`src/rtl/hh_gate_sequencer.sv`:
```
// -----------------------------------------------------------------------------
// hh_gate_sequencer
//
// Per-timestep controller for the Hodgkin-Huxley neuron core. One shared
// gate-update unit (Euler step of dx/dt = alpha*(1-x) - beta*x) is
// time-multiplexed across the m, h and n gates in that fixed order, after
// which the membrane integrator is started. The block owns the committed
// m/h/n registers, clamps each unit result into the unsigned Q0.W range and
// reports step completion and dropped step requests.
//
// Optional build macro:
//   HH_TIMEOUT_EN - adds a per-state wait counter. If gu_done/mem_done does
//                   not arrive within TIMEOUT cycles, err is set (sticky) and
//                   the FSM returns to IDLE without step_done. When undefined
//                   the FSM waits indefinitely and err is tied to 0.
//
// Ports:
//   clk          in   system clock
//   rst_n        in   asynchronous active-low reset
//   step_tick    in   one-cycle request for one integration timestep
//   gu_start     out  one-cycle start pulse to the shared gate unit
//   gu_sel       out  gate being updated: 0=m, 1=h, 2=n
//   gu_x         out  current value of the selected gate
//   gu_done      in   gate unit result valid (one-cycle pulse)
//   gu_x_next    in   signed W+2-bit unit result, same scale as gu_x
//   mem_start    out  one-cycle start pulse to the membrane integrator
//   mem_done     in   integrator finished (one-cycle pulse)
//   m_out/h_out/n_out out committed gate registers
//   busy         out  high in every state except IDLE
//   step_done    out  one-cycle pulse when a timestep completes
//   overrun_cnt  out  step_tick pulses dropped while busy, saturating at 255
//   err          out  sticky timeout flag (HH_TIMEOUT_EN only, else 0)
// -----------------------------------------------------------------------------
module hh_gate_sequencer #(
    parameter int unsigned W       = 16,
    parameter int unsigned M_REST  = 3277,
    parameter int unsigned H_REST  = 39322,
    parameter int unsigned N_REST  = 20972,
    parameter int unsigned TIMEOUT = 64
) (
    input  logic         clk,
    input  logic         rst_n,
    input  logic         step_tick,
    output logic         gu_start,
    output logic [1:0]   gu_sel,
    output logic [W-1:0] gu_x,
    input  logic         gu_done,
    input  logic [W+1:0] gu_x_next,
    output logic         mem_start,
    input  logic         mem_done,
    output logic [W-1:0] m_out,
    output logic [W-1:0] h_out,
    output logic [W-1:0] n_out,
    output logic         busy,
    output logic         step_done,
    output logic [7:0]   overrun_cnt,
    output logic         err
);

    // State encoding kept as plain constants for legacy tool compatibility.
    localparam logic [2:0] StIdle  = 3'd0;
    localparam logic [2:0] StGateM = 3'd1;
    localparam logic [2:0] StGateH = 3'd2;
    localparam logic [2:0] StGateN = 3'd3;
    localparam logic [2:0] StMem   = 3'd4;
    localparam logic [2:0] StDone  = 3'd5;

    localparam logic [W-1:0] MRest = W'(M_REST);
    localparam logic [W-1:0] HRest = W'(H_REST);
    localparam logic [W-1:0] NRest = W'(N_REST);

    logic [2:0]   state_q, state_d;
    // High only in the first cycle of a GATE_x or MEM state; drives the start
    // pulses and masks a done that coincides with its own start.
    logic         first_q, first_d;
    logic [W-1:0] m_q, m_d;
    logic [W-1:0] h_q, h_d;
    logic [W-1:0] n_q, n_d;
    logic [7:0]   ovr_q, ovr_d;

    logic [W-1:0] clamped;
    logic         gu_ok;
    logic         mem_ok;
    logic         timeout_hit;

    // -------------------------------------------------------------------------
    // Clamp the signed unit result into [0, 2^W-1]. Bit W+1 is the sign; any
    // non-negative value with bit W set lies above the representable range.
    // -------------------------------------------------------------------------
    always_comb begin
        if (gu_x_next[W+1]) begin
            clamped = '0;
        end else if (gu_x_next[W]) begin
            clamped = '1;
        end else begin
            clamped = gu_x_next[W-1:0];
        end
    end

    assign gu_ok  = gu_done && !first_q;
    assign mem_ok = mem_done && !first_q;

`ifdef HH_TIMEOUT_EN
    localparam int unsigned CntW = (TIMEOUT > 1) ? $clog2(TIMEOUT + 1) : 1;

    logic [CntW-1:0] cnt_q, cnt_d;
    logic            err_q, err_d;
    logic            waiting;

    assign waiting = (state_q == StGateM) || (state_q == StGateH) ||
                     (state_q == StGateN) || (state_q == StMem);

    // Fires in the TIMEOUT-th cycle spent waiting in the current state.
    assign timeout_hit = waiting && (cnt_q == CntW'(TIMEOUT - 1));

    always_comb begin
        cnt_d = '0;
        if (!first_d && waiting) begin
            cnt_d = cnt_q + 1'b1;
        end
    end

    // A waiting state only falls back to IDLE through a timeout.
    assign err_d = err_q || (timeout_hit && (state_d == StIdle));

    always_ff @(posedge clk or negedge rst_n) begin
        if (!rst_n) begin
            cnt_q <= '0;
            err_q <= 1'b0;
        end else begin
            cnt_q <= cnt_d;
            err_q <= err_d;
        end
    end

    assign err = err_q;
`else
    assign timeout_hit = 1'b0;
    assign err         = 1'b0;
`endif

    // -------------------------------------------------------------------------
    // Next-state logic. A timeout leaves the in-flight gate untouched.
    // -------------------------------------------------------------------------
    always_comb begin
        state_d = state_q;
        first_d = 1'b0;
        m_d     = m_q;
        h_d     = h_q;
        n_d     = n_q;

        case (state_q)
            StIdle: begin
                if (step_tick) begin
                    state_d = StGateM;
                    first_d = 1'b1;
                end
            end
            StGateM: begin
                if (gu_ok) begin
                    m_d     = clamped;
                    state_d = StGateH;
                    first_d = 1'b1;
                end else if (timeout_hit) begin
                    state_d = StIdle;
                end
            end
            StGateH: begin
                if (gu_ok) begin
                    h_d     = clamped;
                    state_d = StGateN;
                    first_d = 1'b1;
                end else if (timeout_hit) begin
                    state_d = StIdle;
                end
            end
            StGateN: begin
                if (gu_ok) begin
                    n_d     = clamped;
                    state_d = StMem;
                    first_d = 1'b1;
                end else if (timeout_hit) begin
                    state_d = StIdle;
                end
            end
            StMem: begin
                if (mem_ok) begin
                    state_d = StDone;
                end else if (timeout_hit) begin
                    state_d = StIdle;
                end
            end
            StDone: begin
                state_d = StIdle;
            end
            default: begin
                state_d = StIdle;
            end
        endcase
    end

    // Requests arriving outside IDLE are dropped and counted, never queued.
    always_comb begin
        ovr_d = ovr_q;
        if (step_tick && (state_q != StIdle) && (ovr_q != 8'hff)) begin
            ovr_d = ovr_q + 8'd1;
        end
    end

    always_ff @(posedge clk or negedge rst_n) begin
        if (!rst_n) begin
            state_q <= StIdle;
            first_q <= 1'b0;
            m_q     <= MRest;
            h_q     <= HRest;
            n_q     <= NRest;
            ovr_q   <= 8'd0;
        end else begin
            state_q <= state_d;
            first_q <= first_d;
            m_q     <= m_d;
            h_q     <= h_d;
            n_q     <= n_d;
            ovr_q   <= ovr_d;
        end
    end

    // -------------------------------------------------------------------------
    // Outputs. gu_sel/gu_x are pure functions of the state, so they hold for
    // the whole GATE_x state; the selected gate is only written on exit.
    // -------------------------------------------------------------------------
    always_comb begin
        gu_sel = 2'd0;
        case (state_q)
            StGateH: gu_sel = 2'd1;
            StGateN: gu_sel = 2'd2;
            default: gu_sel = 2'd0;
        endcase
    end

    always_comb begin
        gu_x = m_q;
        case (gu_sel)
            2'd1:    gu_x = h_q;
            2'd2:    gu_x = n_q;
            default: gu_x = m_q;
        endcase
    end

    assign gu_start  = first_q && ((state_q == StGateM) || (state_q == StGateH) ||
                                   (state_q == StGateN));
    assign mem_start = first_q && (state_q == StMem);
    assign step_done = (state_q == StDone);
    assign busy      = (state_q != StIdle);

    assign m_out       = m_q;
    assign h_out       = h_q;
    assign n_out       = n_q;
    assign overrun_cnt = ovr_q;

endmodule
```
`config.mk`:
```
export PLATFORM = sky130hd
export DESIGN_NAME = hh_gate_sequencer
export DESIGN_NICKNAME = d
export VERILOG_FILES = /design/src/rtl/hh_gate_sequencer.sv
export SDC_FILE = /design/constraint.sdc
export NUM_CORES = 1
export LEC_CHECK = 0
export ABC_AREA = 1
export CAP_MARGIN = 20
export CORE_MARGIN = 1.5
export CORE_UTILIZATION = 42
export DETAILED_ROUTE_END_ITERATION = 6
export PLACE_DENSITY = 0.8
export SYNTH_ARGS = -nofsm -noshare
export SYNTH_HDL_FRONTEND = slang
export SYNTH_SLANG_ARGS = --single-unit
```
`constraint.sdc`:
```
create_clock -name clk -period 1.48 [get_ports clk]
set_clock_uncertainty 0.05 [all_clocks]
set_input_delay 0.444 -clock clk [delete_from_list [all_inputs] [get_ports clk]]
set_output_delay 0.444 -clock clk [all_outputs]
set_load 0.005 [all_outputs]
```
Yosys cells after proc, flatten, opt, wreduce, memory -nomap -nowiden. Index checks and enable logic that the tools add are counted. W data, S select, Z words.

Flip-flop bits (word level): 60. Input port bits: 23. Output and inout port bits: 79. Word-level logic and storage cells: 49.

$add $sub $neg: 1. Eq/ne operators: 13. Muxes and demuxes: 13. Reduce and logical (&&, ||, !) cells: 16.

Operators by type and width (number): $mux W16 (2); $pmux W16 S2 (1); $mux W3 (5); $pmux W3 S5 (1); $ne A2 B2 Y1 const B (5); $add A8 B1 Y8 const B (1); $ne A8 B8 Y1 const B (1); $eq A3 B2 Y1 const B (2); $eq A3 B3 Y1 const B (2); $logic_and A1 B1 Y1 (6); $reduce_and A2 Y1 (3); $reduce_and A5 Y1 (1); $pmux W2 S2 (1); $eq A3 B1 Y1 const B (1); $logic_not A3 Y1 (1); $reduce_bool A3 Y1 (1); $reduce_or A3 Y1 (1); $eq A2 B1 Y1 const B (1); $eq A2 B2 Y1 const B (1); $logic_or A1 B1 Y1 (2); $mux W1 (2); $pmux W1 S2 (1); $logic_not A1 Y1 (1).

Longest topological paths before layout.
Word-level depth: 4. Gate-level depth with buffers: 7. Mapped depth without buffers: 7.

Worst setup path after synthesis. Ideal clock, no wire load.

Path type: reg-to-output. Start point: reg state_q[2]. End point: out gu_x[13]. Arrival: 1.156 ns. Setup slack: -0.170 ns. Stages on the path, launching flop included: 7. Path through: dfrtp_1 > nor2_8 > nand2_4 > inv_2 > buf_6 > nand2_1 > o211ai_1.

Word-level cells in the longest chain between the ends: 4.

Ends and longest elaborated chain: from (decl) (RTL line 72) `logic [2:0] state_q, state_d;`; from (signal assigned) (RTL line 212) `state_q <= StIdle;`; from (signal assigned) (RTL line 219) `state_q <= state_d;`; $eq A3 B2 Y1 (RTL line 234) `case (state_q)`; $pmux W2 S2 (*) (RTL line 234); net gu_sel[1] (RTL line 45) `output logic [1:0] gu_sel,`; $eq A2 B2 Y1 / $eq A2 B1 Y1 (equally long branches) (RTL line 243) `case (gu_sel)`; $pmux W16 S2 (*) (RTL line 243); to (decl) (RTL line 46) `output logic [W-1:0] gu_x,`.

Mark *: on every way through the listed nets, which the timed path passes. The rest lies on a longest branch.

Worst setup path in the final report.
Start point: reg state_q[1]. End point: out gu_x[11].

Word-level cells in the longest chain between the ends: 4.

Ends and longest elaborated chain (RTL line): $eq A3 B2 Y1 (234); $pmux W2 S2 (*) (234); $eq A2 B2 Y1 / $eq A2 B1 Y1 (equally long branches) (243); $pmux W16 S2 (*) (243).

Mark *: on every way between the ends. The rest lies on a longest branch, timed or not.

==> run metrics <==
switching share of power=0.391; Area Growth Syn to Fin=88.8%; worst hold path type=in -> async; max-slew violations=0; worst path required time=0.99 ns; io pins=102; FMAX=460 MHz; Setup crit start kind=flop; first-pass GRT wire length=19,000 um; Num CTS Buffers=9; final std cells w/o fill=745; Mapped Area=3130 sq um; RSZ-0062 raised after global routing=yes; CP max FO=6; post-route design area=5910 sq um; Peak VDD IR=0.00111 V; YS warnings=0; setup slack, reg-to-reg=-0.47 ns; Vias/cell=5.61; Core ar.=7210 sq um; leakage power=2.97 nW; Initial Utilization=0.434; outcome=complete, but fails checks; Initial DRC Count=360; DIE AREA=7980 sq um; Max-Cap Viols=0; r2r endpoint=first_q$_DFF_PN0_; vias=4,182; Clock Power Share=0.121; Fin Hold WS=0.0479 ns; sequential fraction of the synthesis area=0.489; launch point of the worst reg-to-reg path=state_q[2]$_DFFE_PN0P_; die outline width=89.3 um; Combinational Power Share=0.639; CP Capture Type=output port; sequential share of power=0.240; CTS tree=yes; Post-synth top cells=nand2_1 (163), o21ai_0 (44), nor2_1 (40), dfrtp_1 (37), inv_1 (25); Post-layout nets=665; H-tree lvl count=3; syn avg cell area=7.73 sq um; grt total ovfl=0; ANT nets after route=0; pin count of the biggest net entering global routing=61; diodes inserted=0; fin crit period=2.18 ns; die height=89.3 um; period utilization=1.47; antenna violations before repair=0; count leader, synth=nand2_1; row count=31; Area after DPL=4810 sq um; placer congestion estimate=0.842; Skew-Pair Late Insertion Delay=0.36 ns; setup violators final=111; WS Path Type=reg -> out; DP HPWL=6700 um; Reg clk slew, reported paths=0.08 ns; Syn Nets=429; final hold viol count=0; share of cells above drive strength 1=0.489; IO Port Bufs=100; Placed Cells=670; ys async rst share=1.00; Setup WS post-layout=-0.695 ns; clk buf depth=2; Yosys reg bits=60; largest area contributor in the netlist=dfrtp_1; crit path DAT=1.68 ns; root buffer cell=clkbuf_8; routed wire length=15,300 um; TritonCTS sink count=60; DRC=0; gr usage total=0.321; R2R depth=12; average wire per standard cell=20.6 um; vias in the first global route=3,890; Yosys top cell area share=0.296; crit path to=gu_x[11]; predominant post-synthesis flop cell=dfrtp_1; Crit. Startpoint=state_q[1]$_DFFE_PN0P_; Post-Synthesis Cells=405; First-pass DRT Iterations=5; total net switching power=5.05 mW; post-synth cell types=29; Post-synth EDFFs=0; Pint=7.87 mW; synth top area cells=dfrtp_1 (30%), nand2_1 (20%), dfstp_2 (19%), o21ai_0 (7.0%), nor2_1 (4.8%); failing checks=negative setup slack; Pwr per Cell Area=2190 nW/um^2
==> per-stage QoR <==
step           setup TNS, ns  total power [mW]   util  setup slack [ns]
2_1_floorplan          -1.40              4.95      -            -0.132
3_3_place_gp          -25.29              8.61  0.667            -0.543
3_5_place_dp          -27.24              8.77  0.667            -0.605
4_1_cts               -15.62              11.3  0.763            -0.606
5_1_grt               -27.72              13.4  0.819            -0.701
6_report              -24.94              12.9  0.819            -0.695
==> how the worst min path moves through the flow <==
stage	endpoint	start	slack, ns	depth (start not counted)
floorplan	first_q$_DFF_PN0_	rst_n	0.1	0
global placement	overrun_cnt[5]$_DFFE_PN0P_	rst_n	0.42	2
detailed placement	overrun_cnt[5]$_DFFE_PN0P_	rst_n	0.44	2
CTS	overrun_cnt[5]$_DFFE_PN0P_	rst_n	0.06	2
global route	overrun_cnt[1]$_DFFE_PN0P_	rst_n	0.06	2
finish	overrun_cnt[5]$_DFFE_PN0P_	rst_n	0.05	2
==> kinds of logic after synthesis <==
logic type | Yosys count | synth area share
buffers and inverters | 48 | 0.0719
adders and majority gates | 1 | 0.00400
and+or+nand+nor | 225 | 0.299
AOI/OAI and AO/OA | 67 | 0.127
DFF | 60 | 0.489
xor gates and xnor gates | 3 | 0.00839
other | 1 | 0.00120
==> cell type report <==
cell class	count	area (sq um)
fillers	369	1300
clock buffers	14	163
clock inverters	2	35.0
well taps	99	124
repair buffers	240	2310
repair inverters	2	22.5
multi-input cells	298	1580
flip-flops and latches	60	1530
inverters	30	138
==> flip-flops by register name, summed over array words and instances, names as in the netlist <==
register / cells
h_out: 16
first_q: 1
m_out: 16
state_q: 3
n_out: 16
overrun_cnt: 8
==> repair_timing <==
item | CTS | global route
setup endpoints to repair | 102 | 126
hold buffers | 0 | 0
pin swaps | 17 | 27
cloned | 5 | 1
gates resized for setup | 382 | 108
buffers inserted | 48 | 19
==> worst max-delay path, stage by stage, from the launching register on <==
cell and delay [ns]:
dfrtp_1 0.39, inv_2 0.09, nor2_8 0.18, nand2_4 0.11, inv_8 0.09, buf_8 0.14
nand2_4 0.05, o211ai_1 0.11, buf_2 0.15
==> metal layers <==
| layer | GRT usage | wire [um] |
|---|---|---|
| met5 | 0 | 0 |
| met3 | 0.0563 | 1500 |
| met4 | 0.201 | 1050 |
| met1 | 0.383 | 5380 |
| met2 | 0.538 | 7400 |
==> power groups by stage <==
stage / logic (mW) / registers, mW / clock network, mW
CTS: 6.79 / 2.93 / 1.53
global route: 8.63 / 3.13 / 1.63
global placement: 5.72 / 2.89 / 0
finish: 8.25 / 3.10 / 1.57
detailed placement: 5.85 / 2.92 / 0
floorplan: 1.89 / 3.06 / 0
==> cell usage in the layout (no fill, tap or decap), types with 3 or more instances in the layout <==
cell / netlist / final
o211ai_2: 4 / 4
inv_1: 25 / 24
nor2_1: 40 / 37
buf_6: 4 / 100
buf_2: 5 / 28
nand2_1: 163 / 132
nor2_4: 2 / 5
buf_12: 0 / 7
inv_8: 0 / 3
nand3_4: 0 / 3
clkdlybuf4s15_1: 0 / 7
clkdlybuf4s50_1: 0 / 21
dfstp_2: 23 / 23
buf_4: 2 / 72
clkbuf_8: 0 / 11
nand4_1: 3 / 3
o21ai_0: 44 / 33
nand3_1: 8 / 4
nand2_2: 3 / 29
dfrtp_1: 37 / 36
nand2_4: 2 / 6
o21ai_1: 5 / 12
o211ai_1: 12 / 12
clkbuf_1: 6 / 3
o21ai_2: 0 / 4
Power figures use the tool's default switching activity.
